`src/rtl/axil_reg_wr_q.sv`:
```
`default_nettype none
// ============================================================================
//  Module   : axil_reg_wr_q
//  Purpose  : Queued AXI-Lite write-to-register bridge. Independent AW/W
//             FIFOs, one issue engine with wait/ack/timeout handling, and a
//             B FIFO that returns responses in issue order.
//  Revision : 1.0  initial release
// ============================================================================

// Pointer-with-wrap-bit FIFO shared by the AW, W and B queues.
module axil_reg_wr_q_fifo #(
  parameter int WIDTH = 8,
  parameter int DEPTH = 4
) (
  input  logic             clk,
  input  logic             rst,
  input  logic             push_i,
  input  logic [WIDTH-1:0] data_i,
  input  logic             pop_i,
  output logic [WIDTH-1:0] data_o,
  output logic             full_o,
  output logic             empty_o
);
  localparam int IW = $clog2(DEPTH);
  localparam logic [IW:0] PTR_ONE = {{IW{1'b0}}, 1'b1};

  logic [IW:0]      wr_ptr_q;
  logic [IW:0]      rd_ptr_q;
  logic [WIDTH-1:0] mem_q [DEPTH];

  assign empty_o = (wr_ptr_q == rd_ptr_q);
  assign full_o  = (wr_ptr_q[IW] != rd_ptr_q[IW]) &&
                   (wr_ptr_q[IW-1:0] == rd_ptr_q[IW-1:0]);
  assign data_o  = mem_q[rd_ptr_q[IW-1:0]];

  // Pointer update; callers only push when not full and pop when not empty.
  always_ff @(posedge clk) begin
    if (rst) begin
      wr_ptr_q <= '0;
      rd_ptr_q <= '0;
    end else begin
      if (push_i) wr_ptr_q <= wr_ptr_q + PTR_ONE;
      if (pop_i)  rd_ptr_q <= rd_ptr_q + PTR_ONE;
    end
  end

  // Storage array; contents are don't-care while the slot is unoccupied.
  always_ff @(posedge clk) begin
    if (push_i) mem_q[wr_ptr_q[IW-1:0]] <= data_i;
  end
endmodule

module axil_reg_wr_q #(
  parameter int DATA_WIDTH     = 32,
  parameter int ADDR_WIDTH     = 40,
  parameter int STRB_WIDTH     = DATA_WIDTH / 8,
  parameter int AW_DEPTH       = 4,
  parameter int W_DEPTH        = 4,
  parameter int B_DEPTH        = 4,
  parameter int TIMEOUT        = 4,
  parameter int ERR_ON_TIMEOUT = 1,
  parameter int ERR_CNT_WIDTH  = 16
) (
  input  logic                     clk,
  input  logic                     rst,
  input  logic [ADDR_WIDTH-1:0]    s_axil_awaddr,
  input  logic [2:0]               s_axil_awprot,
  input  logic                     s_axil_awvalid,
  output logic                     s_axil_awready,
  input  logic [DATA_WIDTH-1:0]    s_axil_wdata,
  input  logic [STRB_WIDTH-1:0]    s_axil_wstrb,
  input  logic                     s_axil_wvalid,
  output logic                     s_axil_wready,
  output logic [1:0]               s_axil_bresp,
  output logic                     s_axil_bvalid,
  input  logic                     s_axil_bready,
  output logic [ADDR_WIDTH-1:0]    reg_wr_addr,
  output logic [DATA_WIDTH-1:0]    reg_wr_data,
  output logic [STRB_WIDTH-1:0]    reg_wr_strb,
  output logic                     reg_wr_en,
  input  logic                     reg_wr_wait,
  input  logic                     reg_wr_ack,
  output logic [ERR_CNT_WIDTH-1:0] err_count
);
  localparam int                   WW       = DATA_WIDTH + STRB_WIDTH;
  localparam int                   TMR_W    = (TIMEOUT > 2) ? $clog2(TIMEOUT) : 1;
  localparam bit                   TO_EN    = (TIMEOUT != 0);
  localparam logic [TMR_W-1:0]     TMR_INIT = TO_EN ? TMR_W'(TIMEOUT - 1) : '0;
  localparam logic [TMR_W-1:0]     TMR_ONE  = TMR_W'(1);
  localparam logic [1:0]           TO_RESP  = (ERR_ON_TIMEOUT != 0) ? 2'b10 : 2'b00;
  localparam logic [ERR_CNT_WIDTH-1:0] ERR_ONE = ERR_CNT_WIDTH'(1);

  typedef enum logic [0:0] {
    S_IDLE  = 1'b0,
    S_ISSUE = 1'b1
  } state_t;

  state_t                  state_q;
  logic [TMR_W-1:0]        timer_q;
  logic [ERR_CNT_WIDTH-1:0] err_q;
  logic [ADDR_WIDTH-1:0]   addr_q;
  logic [DATA_WIDTH-1:0]   data_q;
  logic [STRB_WIDTH-1:0]   strb_q;
  logic                    en_q;

  logic                    aw_full, aw_empty, w_full, w_empty, b_full, b_empty;
  logic [ADDR_WIDTH-1:0]   aw_head;
  logic [WW-1:0]           w_head;
  logic [1:0]              b_head;
  logic                    start, ack_done, to_done, done;
  logic [1:0]              b_resp_in;
  logic                    w_unused;

  // Protection bits carry no meaning for the register file.
  assign w_unused = ^s_axil_awprot;

  assign s_axil_awready = !aw_full;
  assign s_axil_wready  = !w_full;
  assign s_axil_bvalid  = !b_empty;
  assign s_axil_bresp   = b_head;

  // A write starts only when both halves are queued and a B slot is free,
  // so the completion push can never meet a full B FIFO.
  assign start     = (state_q == S_IDLE) && !aw_empty && !w_empty && !b_full;
  assign ack_done  = (state_q == S_ISSUE) && reg_wr_ack;
  assign to_done   = (state_q == S_ISSUE) && !reg_wr_ack && TO_EN && (timer_q == '0);
  assign done      = ack_done || to_done;
  assign b_resp_in = ack_done ? 2'b00 : TO_RESP;

  axil_reg_wr_q_fifo #(.WIDTH(ADDR_WIDTH), .DEPTH(AW_DEPTH)) u_aw_fifo (
    .clk(clk), .rst(rst),
    .push_i(s_axil_awvalid && !aw_full), .data_i(s_axil_awaddr),
    .pop_i(done), .data_o(aw_head), .full_o(aw_full), .empty_o(aw_empty)
  );

  axil_reg_wr_q_fifo #(.WIDTH(WW), .DEPTH(W_DEPTH)) u_w_fifo (
    .clk(clk), .rst(rst),
    .push_i(s_axil_wvalid && !w_full), .data_i({s_axil_wstrb, s_axil_wdata}),
    .pop_i(done), .data_o(w_head), .full_o(w_full), .empty_o(w_empty)
  );

  axil_reg_wr_q_fifo #(.WIDTH(2), .DEPTH(B_DEPTH)) u_b_fifo (
    .clk(clk), .rst(rst),
    .push_i(done), .data_i(b_resp_in),
    .pop_i(s_axil_bvalid && s_axil_bready), .data_o(b_head),
    .full_o(b_full), .empty_o(b_empty)
  );

  // Issue engine: latch the head write, hold it until ack or timeout.
  always_ff @(posedge clk) begin
    if (rst) begin
      state_q <= S_IDLE;
      timer_q <= '0;
      err_q   <= '0;
      addr_q  <= '0;
      data_q  <= '0;
      strb_q  <= '0;
      en_q    <= 1'b0;
    end else begin
      case (state_q)
        S_IDLE: begin
          if (start) begin
            state_q <= S_ISSUE;
            addr_q  <= aw_head;
            data_q  <= w_head[DATA_WIDTH-1:0];
            strb_q  <= w_head[WW-1:DATA_WIDTH];
            en_q    <= 1'b1;
            timer_q <= TMR_INIT;
          end
        end
        S_ISSUE: begin
          if (done) begin
            state_q <= S_IDLE;
            en_q    <= 1'b0;
            if (to_done && (err_q != '1)) err_q <= err_q + ERR_ONE;
          end else if (!reg_wr_wait && (timer_q != '0)) begin
            timer_q <= timer_q - TMR_ONE;
          end
        end
        default: begin
          state_q <= S_IDLE;
          en_q    <= 1'b0;
        end
      endcase
    end
  end

  assign reg_wr_addr = addr_q;
  assign reg_wr_data = data_q;
  assign reg_wr_strb = strb_q;
  assign reg_wr_en   = en_q;
  assign err_count   = err_q;
endmodule
`default_nettype wire
```
`config.mk`:
```
export PLATFORM = sky130hd
export DESIGN_NAME = axil_reg_wr_q
export DESIGN_NICKNAME = d
export VERILOG_FILES = /design/src/rtl/axil_reg_wr_q.sv
export SDC_FILE = /design/constraint.sdc
export NUM_CORES = 1
export LEC_CHECK = 0
export BUFFER_PORTS_ARGS = -buffer_cell sky130_fd_sc_hd__buf_4
export CAP_MARGIN = 20
export CORE_MARGIN = 2
export CORE_UTILIZATION = 63
export DETAILED_ROUTE_END_ITERATION = 10
export GPL_TIMING_DRIVEN = 0
export PLACE_DENSITY = 0.85
export SLEW_MARGIN = 0
export SYNTH_ARGS = -nofsm -noshare
export SYNTH_HDL_FRONTEND = slang
export SYNTH_SLANG_ARGS = --single-unit
```
`constraint.sdc`:
```
create_clock -name clk -period 5.7 [get_ports clk]
set_clock_uncertainty 0.2 [all_clocks]
set_input_delay 0.855 -clock clk [delete_from_list [all_inputs] [get_ports clk]]
set_output_delay 0.855 -clock clk [all_outputs]
set_load 0.02 [all_outputs]
```
# [After elaboration in Yosys (flattened, before gate mapping)]
# Memories as Yosys holds them, arrays and structs flattened. A register that Yosys moved wholly into a read port is not among the register bits.
# Cells that the tools add are included.
[classes] reduce_logical=29 mux=19 multipliers=0 eq_ne=14 magnitude_cmp=0 n_addsub=8 n_bitwise=1 shift=0 n_div=0
[op_table] operator="adder 3 x 1 -> 3 bit, second input constant" n=6
[op_table] operator="adder 16 x 1 -> 16 bit, second input constant" n=1
[op_table] operator="!= test 16 bit, second input constant" n=1
[op_table] operator="logical AND 1 bit" n=14
[op_table] operator="2-to-1 mux 2 bit" n=6
[op_table] operator="2-to-1 mux 1 bit" n=10
[op_table] operator="== test 3 bit" n=3
[op_table] operator="zero test 1 bit" n=8
[op_table] operator="== test 2 bit" n=3
[op_table] operator="AND reduction 3 bit" n=2
[op_table] operator="!= test 2 x 1 -> 1 bit, second input constant" n=2
[op_table] operator="!= test 2 bit, second input constant" n=2
[op_table] operator="case mux 1 bit (2 select lines)" n=2
[op_table] operator="case mux 2 bit (2 select lines)" n=1
[op_table] operator="AND reduction 2 bit" n=2
[op_table] operator="!= test 1 bit" n=3
[op_table] operator="zero test 2 bit" n=1
[op_table] operator="nonzero test 2 bit" n=1
[op_table] operator="subtractor 2 x 1 -> 2 bit, second input constant" n=1
[op_table] operator="logical OR 1 bit" n=1
[op_table] operator="inverter 1 bit" n=1
[word_totals] elab_cells=84 latchBits=0 memories=3 ff_bits=38 in_bits=86 ramBits=312 romBits=0
[memory_table] memory="u_aw_fifo.mem_q" depth=4 word_bits=40 rd=1 rd_clocked_by_memory_dff=1 write_ports=1 line_no="29" source="logic [WIDTH-1:0] mem_q [DEPTH];"
[memory_table] memory="u_w_fifo.mem_q" depth=4 word_bits=36 rd=1 rd_clocked_by_memory_dff=1 write_ports=1 line_no="29"
[memory_table] memory="u_b_fifo.mem_q" depth=4 word_bits=2 rd=1 rd_clocked_by_memory_dff=1 write_ports=1 line_no="29"

# [Longest topological paths before layout]
# Gate-level depths: netlist of the first run.
[logic_depth] depth_word=7 mapped_depth=7 mapped_depth_nobuf=6

# [Modules after synthesis]
# A second synthesis of the first run with hierarchy kept.
[unflattened] hier_cells=994 area_unflattened_um2=16306.9
[modules_own_cells] mod="axil_reg_wr_q_fifo (u_aw_fifo)" instances=1 area_each_um2=6216.0 cells_per_inst=249
[modules_own_cells] mod="axil_reg_wr_q_fifo (u_w_fifo)" instances=1 area_each_um2=5647.9 cells_per_inst=228
[modules_own_cells] mod="axil_reg_wr_q" instances=1 area_each_um2=3749.8 cells_per_inst=467
[modules_own_cells] mod="axil_reg_wr_q_fifo (u_b_fifo)" instances=1 area_each_um2=693.2 cells_per_inst=50

# [Worst setup path before layout of the first run]
# No wires, ideal clock.
[synth_timing] kind="input-to-reg" from="input port s_axil_awvalid" to="memory u_aw_fifo.mem_q[3][0] (netlist name) (enable)" required_ns=5.098 setup_slack_ns=2.792 arrival_ns=2.306 n_path_buf=0 stages=3 setup_ns=0.402 path_cell_list="inv_1 > a31oi_1 > and2_1"
[synth_via] elab_chain_cells=3
[synth_lines] element="from (decl)" line_no="68" source="input logic s_axil_awvalid,"
[synth_lines] element="logical AND 1 bit" line_no="132" source=".push_i(s_axil_awvalid && !aw_full), .data_i(s_axil_awaddr),"
[synth_lines] element="2-to-1 mux 1 bit" line_no="49" source="if (push_i) mem_q[wr_ptr_q[IW-1:0]] <= data_i;"
[synth_lines] element="2-to-1 mux 1 bit (implied by the code)" line_no="49"
[synth_lines] element="to (decl)" line_no="29"
# No other way between the ends.

# [Final worst setup path of the first run]
[layout_timing] from="register u_w_fifo.wr_ptr_q[0]" to="register addr_q[39] (netlist: reg_wr_addr[39]), read port of u_aw_fifo.mem_q"
[layout_via] elab_chain_cells=5
[layout_lines] element="from (decl)" line_no="27" source="logic [IW:0] wr_ptr_q;"
[layout_lines] element="from (signal assigned)" line_no="42" source="if (push_i) wr_ptr_q <= wr_ptr_q + PTR_ONE;"
[layout_lines] element="== test 3 bit" line_no="31" source="assign empty_o = (wr_ptr_q == rd_ptr_q);"
[layout_lines] element="zero test 1 bit" line_no="124" source="assign start = (state_q == S_IDLE) && !aw_empty && !w_empty && !b_full;"
[layout_lines] element="logical AND 1 bit (2 in series)" line_no="124"
[layout_lines] element="AND reduction 2 bit (no source line)"
[layout_lines] element="to (decl)" line_no="101" source="logic [ADDR_WIDTH-1:0] addr_q;"
# No other way between the ends.
# A chain may end at the register's enable or synchronous reset.

==> results of run 1 <==
==> final cells by class <==
type                    count  area (µm²)  area share
multi-input cells         498        4390       0.224
plain buffers              78         318      0.0162
clock inverters            15         156     0.00799
clock buffers              61        1180      0.0605
diodes                      1        2.50    0.000128
inverters                  11        41.3     0.00211
flip-flops and latches    424       11600       0.591
repair buffers            187        1500      0.0768
well taps                 330         413      0.0211
==> layer usage <==
| metal | routed length (µm) | share of wire | GRT usage |
|---|---|---|---|
| met1 | 13900 | 0.38 | 0.359 |
| met3 | 2910 | 0.080 | 0.0455 |
| met4 | 1410 | 0.039 | 0.111 |
| met2 | 18100 | 0.50 | 0.451 |
| met5 | 0 | 0 | 0 |
==> cells in the mapped netlist, types with 5 or more instances <==
cell type and number:
sky130_fd_sc_hd__ha_1 17, sky130_fd_sc_hd__and2_1 12, sky130_fd_sc_hd__mux2i_1 5, sky130_fd_sc_hd__o311ai_0 79
sky130_fd_sc_hd__nor3_1 6, sky130_fd_sc_hd__inv_1 11, sky130_fd_sc_hd__nand3_1 10, sky130_fd_sc_hd__dfxtp_1 116
sky130_fd_sc_hd__or3_1 5, sky130_fd_sc_hd__nand2_1 98, sky130_fd_sc_hd__xnor2_1 10, sky130_fd_sc_hd__edfxtp_1 308
sky130_fd_sc_hd__buf_2 16, sky130_fd_sc_hd__clkbuf_1 59, sky130_fd_sc_hd__xor2_1 10, sky130_fd_sc_hd__o21ai_0 74
sky130_fd_sc_hd__mux4_2 77, sky130_fd_sc_hd__a21oi_1 13, sky130_fd_sc_hd__o21ai_1 8, sky130_fd_sc_hd__nor2_1 28
==> registers in the layout, summed over array words and instances (netlist names), named ones only <==
register            cells
u_aw_fifo.mem_q       160
u_w_fifo.mem_q        144
reg_wr_addr            40
reg_wr_data            32
err_count              16
reg_wr_strb             4
u_b_fifo.mem_q          4
u_aw_fifo.rd_ptr_q      3
u_aw_fifo.wr_ptr_q      3
u_b_fifo.rd_ptr_q       3
u_b_fifo.wr_ptr_q       3
u_w_fifo.rd_ptr_q       3
u_w_fifo.wr_ptr_q       3
timer_q                 2
reg_wr_en               1
state_q                 1
==> worst reg2reg max path: stages (launching register included) <==
cell and delay (ns):
sky130_fd_sc_hd__dfxtp_1 0.46, sky130_fd_sc_hd__xor2_1 0.14, sky130_fd_sc_hd__nor3b_1 0.77, sky130_fd_sc_hd__buf_2 0.40
sky130_fd_sc_hd__clkbuf_1 0.42, sky130_fd_sc_hd__o311ai_0 0.23, sky130_fd_sc_hd__o21ai_0 0.14
==> power by group <==
group          internal (mW)  total [mW]  switching (mW)
combinational          0.622        1.54           0.918
clock                   1.58        2.67            1.09
sequential              3.57        3.70           0.132
==> layout by cell type (no fill, tap or decap), drive strengths merged, types with 2 or more instances in the layout <==
| cell | synthesis | final |
|---|---|---|
| or2 | 2 | 2 |
| and3 | 2 | 2 |
| nand2 | 98 | 98 |
| nand4 | 5 | 5 |
| mux2i | 5 | 5 |
| edfxtp | 308 | 308 |
| nor2b | 4 | 4 |
| nor4 | 3 | 3 |
| buf | 18 | 205 |
| o31ai | 4 | 4 |
| o21ai | 82 | 82 |
| dfxtp | 116 | 116 |
| or4 | 3 | 3 |
| nor3b | 2 | 2 |
| nand3 | 10 | 10 |
| a21oi | 13 | 13 |
| o41ai | 3 | 3 |
| clkbuf | 60 | 121 |
| xnor2 | 10 | 10 |
| nand4b | 2 | 2 |
| mux2 | 4 | 4 |
| nor2 | 28 | 28 |
| xor2 | 10 | 10 |
| or3 | 6 | 6 |
| bufinv | 0 | 3 |
| ha | 17 | 17 |
| mux4 | 77 | 77 |
| nor3 | 6 | 6 |
| o311ai | 79 | 79 |
| clkinv | 0 | 10 |
| inv | 11 | 12 |
| and2 | 12 | 12 |
==> path summary, 6_finish.rpt <==
kind                                           start              end  slack, ns  cells after the start
worst max register to register  u_w_fifo.wr_ptr_q[0]  reg_wr_addr[39]       2.84                      6
worst min register to register       reg_wr_addr[17]  reg_wr_addr[17]       0.28                      2
worst min-delay path                 reg_wr_addr[17]  reg_wr_addr[17]       0.28                      2
worst max-delay path            u_w_fifo.wr_ptr_q[0]  reg_wr_addr[39]       2.84                      6
==> metrics by stage <==
step	cells	instance area, µm²	hold slack [ns]	power, mW	setup WS, ns
after floorplan	1011	16300	0.262	4.68	2.79
after CTS	1604	19600	0.285	7.94	2.86
after global routing	1604	19600	0.297	8.20	2.73
final	1605	19600	0.284	7.92	2.84
after detailed placement	1528	18200	0.276	5.28	2.63
after global placement	1520	18100	0.270	5.22	1.87
==> kinds of logic (layout without fill, tap and decap cells) <==
| group | Yosys count | count (layout) | synth area share |
|---|---|---|---|
| AOI/OAI and AO/OA | 188 | 188 | 0.0789 |
| xor gates and xnor gates | 20 | 20 | 0.0107 |
| adders and majority gates | 17 | 17 | 0.0130 |
| buffers and inverters | 89 | 352 | 0.0220 |
| DFF | 424 | 424 | 0.710 |
| muxes | 86 | 86 | 0.112 |
| other | 1 | 2 | 0.000230 |
| and+or+nand+nor | 186 | 186 | 0.0534 |
==> results_dict.tcl, run 1 <==
set metrics [dict create \
    run_status "finished clean" \
    postRouteWirelength_um 36400 \
    vias 10054 \
    routabilityCongestion 0.835 \
    tightestPinTransition_ns 0.936 \
    cp_data_arrival_time_ns 3.09 \
    power.static_leakage_nw 6.81 \
    synth_edf_count 308 \
    grt_remaining_overflow 0 \
    fin_crit_sh 0.501 \
    critical_path.slowest_cell "sky130_fd_sc_hd__nor3b_1" \
    floorplan.io_pins 184 \
    cts.sink_count 424 \
    max_stage_delay_ns 0.77 \
    synth_top_cell_by_area "sky130_fd_sc_hd__edfxtp_1" \
    placeableCoreArea_mm2 0.0253 \
    cts_made_buffers 41 \
    synth.ff_latch_count 424 \
    final_layout_size_suffix_gt1_frac 0.286 \
    start_util 0.644 \
    path_buf_inv 2 \
    pwr_density_cell_mw_per_mm2 404 \
    grt_max_degree 34 \
    critPathKind "reg2reg" \
    timing.critical_path.cells "xor2_1 > nor3b_1 > buf_2 > clkbuf_1 > o311ai_0 > o21ai_0" \
    setup.worst_path.start_class "flop" \
    fin_crit_ns 2.86 \
    num-nets-final 1344 \
    final_max_slew_viol_count 0 \
    max_freq_mhz 350 \
    synth_fp_nets 1114 \
    cts.reportedPaths.clkPinSlew_ns 0.06 \
    synth.cell_area_mm2 0.0163 \
    yosysWarningCount 0 \
    globalRouteTotalUtil 0.270 \
    relSlewSlack 0.371 \
    setup_repair_after_global_routing_missed_its_margin "false" \
    area.growth.synth_to_final_pct 20.0 \
    place.detailed.hpwl_um 23700 \
    cts.repair.resized 0 \
    detailedRoute.firstIterationViolations 1087 \
    worst_ep_required_time_ns 5.93 \
    route.detailed.vias_per_inst 6.26 \
    endpoint_kind "flop" \
    first_global_vias 10125 \
    setup_buffers_after_cts 0 \
    tritoncts "yes" \
    netlist_top_cells_area "sky130_fd_sc_hd__edfxtp_1 (57%), sky130_fd_sc_hd__dfxtp_1 (14%), sky130_fd_sc_hd__mux4_2 (11%)" \
    die_area_mm2 0.0272 \
    worst_skew_pair.late_latency_ns 0.53 \
    drt-pass1-iter-count 7 \
    grt_first_pass_wirelength_um 55000 \
    timing.critical_path.max_delay_family "buffers and inverters" \
    hold_viol_final 0 \
    synth_sequential_area_ratio 0.710 \
    cts_max_path_buffers 3 \
    critical_path.max_fanout 10 \
    port_buffers 179 \
    cap_viol_max_count 0 \
    die_boundary_height_um 165 \
    hold_path.class "reg2reg" \
    grt_antenna_before_repair 1 \
    ant_nets 0 \
    cts_root_buf "sky130_fd_sc_hd__clkbuf_16" \
    ys_async_rst_share 0 \
    vdd_ir_drop_max_uv 349 \
    cts-hold-fix-buffers 0 \
    synth.avg_cell_area_um2 16.1 \
    yosysTopAreaCellShare 0.567 \
    synth_cell_types 49 \
    final-setup-viol-count 0 \
    placementRows 58 \
    fin_util 0.773 \
    fillers 1390 \
    ys_flop_type "sky130_fd_sc_hd__edfxtp_1" \
    totalNegativeSetupSlack_ns 0 \
    syn_inst 1011 \
    post_drt_wl_per_cell_um 22.6 \
    post-route-drc-count 0 \
    die_width_um 165 \
    cts_max_level 2 \
]
(Power assumes the default switching activity.)
==> inputs of run 2 (changes only) <==
--- a/config.mk
+++ b/config.mk
@@ -8,10 +8,10 @@
 export BUFFER_PORTS_ARGS = -buffer_cell sky130_fd_sc_hd__buf_4
 export CAP_MARGIN = 20
 export CORE_MARGIN = 2
-export CORE_UTILIZATION = 63
+export CORE_UTILIZATION = 52
 export DETAILED_ROUTE_END_ITERATION = 10
 export GPL_TIMING_DRIVEN = 0
-export PLACE_DENSITY = 0.85
+export PLACE_DENSITY = 0.75
 export SLEW_MARGIN = 0
 export SYNTH_ARGS = -nofsm -noshare
 export SYNTH_HDL_FRONTEND = slang
==> constraint.sdc (replaced) <==
create_clock -name clk -period 2.5 [get_ports clk]
set_clock_uncertainty 0.2 [all_clocks]
set_input_delay 0.375 -clock clk [delete_from_list [all_inputs] [get_ports clk]]
set_output_delay 0.375 -clock clk [all_outputs]
set_load 0.02 [all_outputs]
==> run 2 against run 1 <==
Compared with the run above:
- non-clock buffer count increased by 75
- power rose by 130%
- first-iteration DRC count fell by 15%
- critical path depth stayed put
- critical path type unchanged
- largest power group unchanged
==> results_dict.tcl, run 2 (same netlist as run 1, synthesis figures left out) <==
set metrics [dict create \
    met1Wirelength_um 15900 \
    ant_nets 0 \
    postRouteWirelength_um 37500 \
    first_global_vias 10316 \
    final-setup-viol-count 0 \
    placeableCoreArea_mm2 0.0307 \
    run_status "finished clean" \
    worst_ep_required_time_ns 2.73 \
    die_area_mm2 0.0328 \
    max_freq_mhz 421 \
    vdd_ir_drop_max_uv 591 \
    cap_viol_max_count 0 \
    cts_max_path_buffers 3 \
    start_util 0.530 \
    cts.reportedPaths.clkPinSlew_ns 0.06 \
    critical_path.max_fanout 10 \
    fin_crit_sh 0.949 \
    setup_buffers_after_cts 0 \
    fin_cells 1749 \
    globalRouteTotalUtil 0.229 \
    pwr_density_cell_mw_per_mm2 888 \
    cts.sink_count 424 \
    setup.worst_path.start_class "flop" \
    grt_antenna_before_repair 1 \
    route.detailed.vias_per_inst 5.78 \
    top_layer "met4" \
    vias 10107 \
    routabilityCongestion 0.791 \
    post-route-drc-count 0 \
    critPathKind "reg2reg" \
    postLayoutCellArea_mm2 0.0205 \
    relSlewSlack 0.450 \
    mostFrequentLayoutCell "sky130_fd_sc_hd__edfxtp_1" \
    layout_common_cells "sky130_fd_sc_hd__edfxtp_1 (308), sky130_fd_sc_hd__buf_4 (180), sky130_fd_sc_hd__dfxtp_1 (116), sky130_fd_sc_hd__nand2_1 (98)" \
    met2RoutedLength_um 18800 \
    placed_instance_count 1592 \
    drt-pass1-iter-count 5 \
    fillers 2125 \
    hold_path.class "in2reg" \
    met3_wl_post_dr_um 1990 \
    power.static_leakage_nw 7.18 \
    hold_viol_final 0 \
    placementRows 64 \
    cp_data_arrival_time_ns 2.61 \
    num-nets-final 1421 \
    dpl_cell_area_mm2 0.0183 \
    grt_first_pass_wirelength_um 58400 \
    floorplan.io_pins 184 \
    grt_max_degree 41 \
    port_buffers 179 \
    die_boundary_height_um 181 \
    cts_made_buffers 42 \
    tightestPinTransition_ns 0.816 \
    fin_crit_ns 2.37 \
    tritoncts "yes" \
    fin_util 0.665 \
    final_max_slew_viol_count 0 \
    fin_worst_hold_slack_ns 0.0226 \
    die_width_um 181 \
    final_layout_size_suffix_gt1_frac 0.287 \
    worst_skew_pair.late_latency_ns 0.53 \
    largest_register_ffs 160 \
    detailedRoute.firstIterationViolations 925 \
    grt_remaining_overflow 0 \
    cts_max_level 2 \
    place.detailed.hpwl_um 23400 \
    endpoint_kind "flop" \
    post_drt_wl_per_cell_um 21.4 \
    area.growth.synth_to_final_pct 25.5 \
    cts_root_buf "sky130_fd_sc_hd__clkbuf_16" \
]
run 2: layout make-up:
class	count	area (µm²)	area share
Tap cell	396	495	0.0242
Buffer	78	339	0.0166
Timing Repair Buffer	262	2230	0.109
Multi-Input combinational cell	499	4450	0.218
Clock inverter	17	125	0.00611
Inverter	11	41.3	0.00202
Clock buffer	61	1200	0.0588
Antenna cell	1	2.50	0.000122
Sequential cell	424	11600	0.565
run 2: worst paths after layout:
check / from / cells past startpoint / slack, ns / to
setup reg to reg: u_b_fifo.wr_ptr_q[1] / 6 / 0.13 / reg_wr_addr[36]
setup / recovery: u_b_fifo.wr_ptr_q[1] / 6 / 0.13 / reg_wr_addr[36]
hold / removal: reg_wr_wait / 4 / 0.02 / timer_q[0]
hold reg to reg: reg_wr_en / 2 / 0.27 / reg_wr_en
run 2: worst max-delay path, cell delays in order (launching register included):
cell and delay, ns:
sky130_fd_sc_hd__dfxtp_1 0.42, sky130_fd_sc_hd__xor2_1 0.18, sky130_fd_sc_hd__nor3_4 0.38, sky130_fd_sc_hd__buf_2 0.35, sky130_fd_sc_hd__clkbuf_1 0.40, sky130_fd_sc_hd__o311ai_1 0.19, sky130_fd_sc_hd__o21ai_0 0.15
run 2: what timing repair did:
| action | 4_1_cts | 5_1_grt |
|---|---|---|
| setup endpoints to repair | 160 | 193 |
| pin swaps | 0 | 0 |
| gates cloned | 1 | 0 |
| hold buffers | 77 | 0 |
| gates resized for setup | 7 | 48 |
| endpoints found under the hold margin | 308 | 0 |
run 2: report_power, final:
part / switching, mW / internal (mW) / leakage [nW]
combinational: 2.17 / 1.53 / 2.75
clock: 2.57 / 3.46 / 0.662
sequential: 0.293 / 8.14 / 3.77
run 2: through the flow:
| stage | setup WS, ns | setup TNS, ns | power, mW |
|---|---|---|---|
| global placement | -0.677 | -166.68 | 12.0 |
| CTS | 0.00245 | 0 | 18.2 |
| floorplan | 0.108 | 0 | 10.7 |
| finish | 0.127 | 0 | 18.2 |
| detailed placement | -0.375 | -43.41 | 12.1 |
| global route | -0.00982 | -0.0571 | 18.9 |
run 2: per-layer routing:
layer  track usage  up-vias
li1              -     4622
met1         0.312     5057
met2         0.390      369
met3        0.0359       59
met4        0.0605        0
met5             0        -
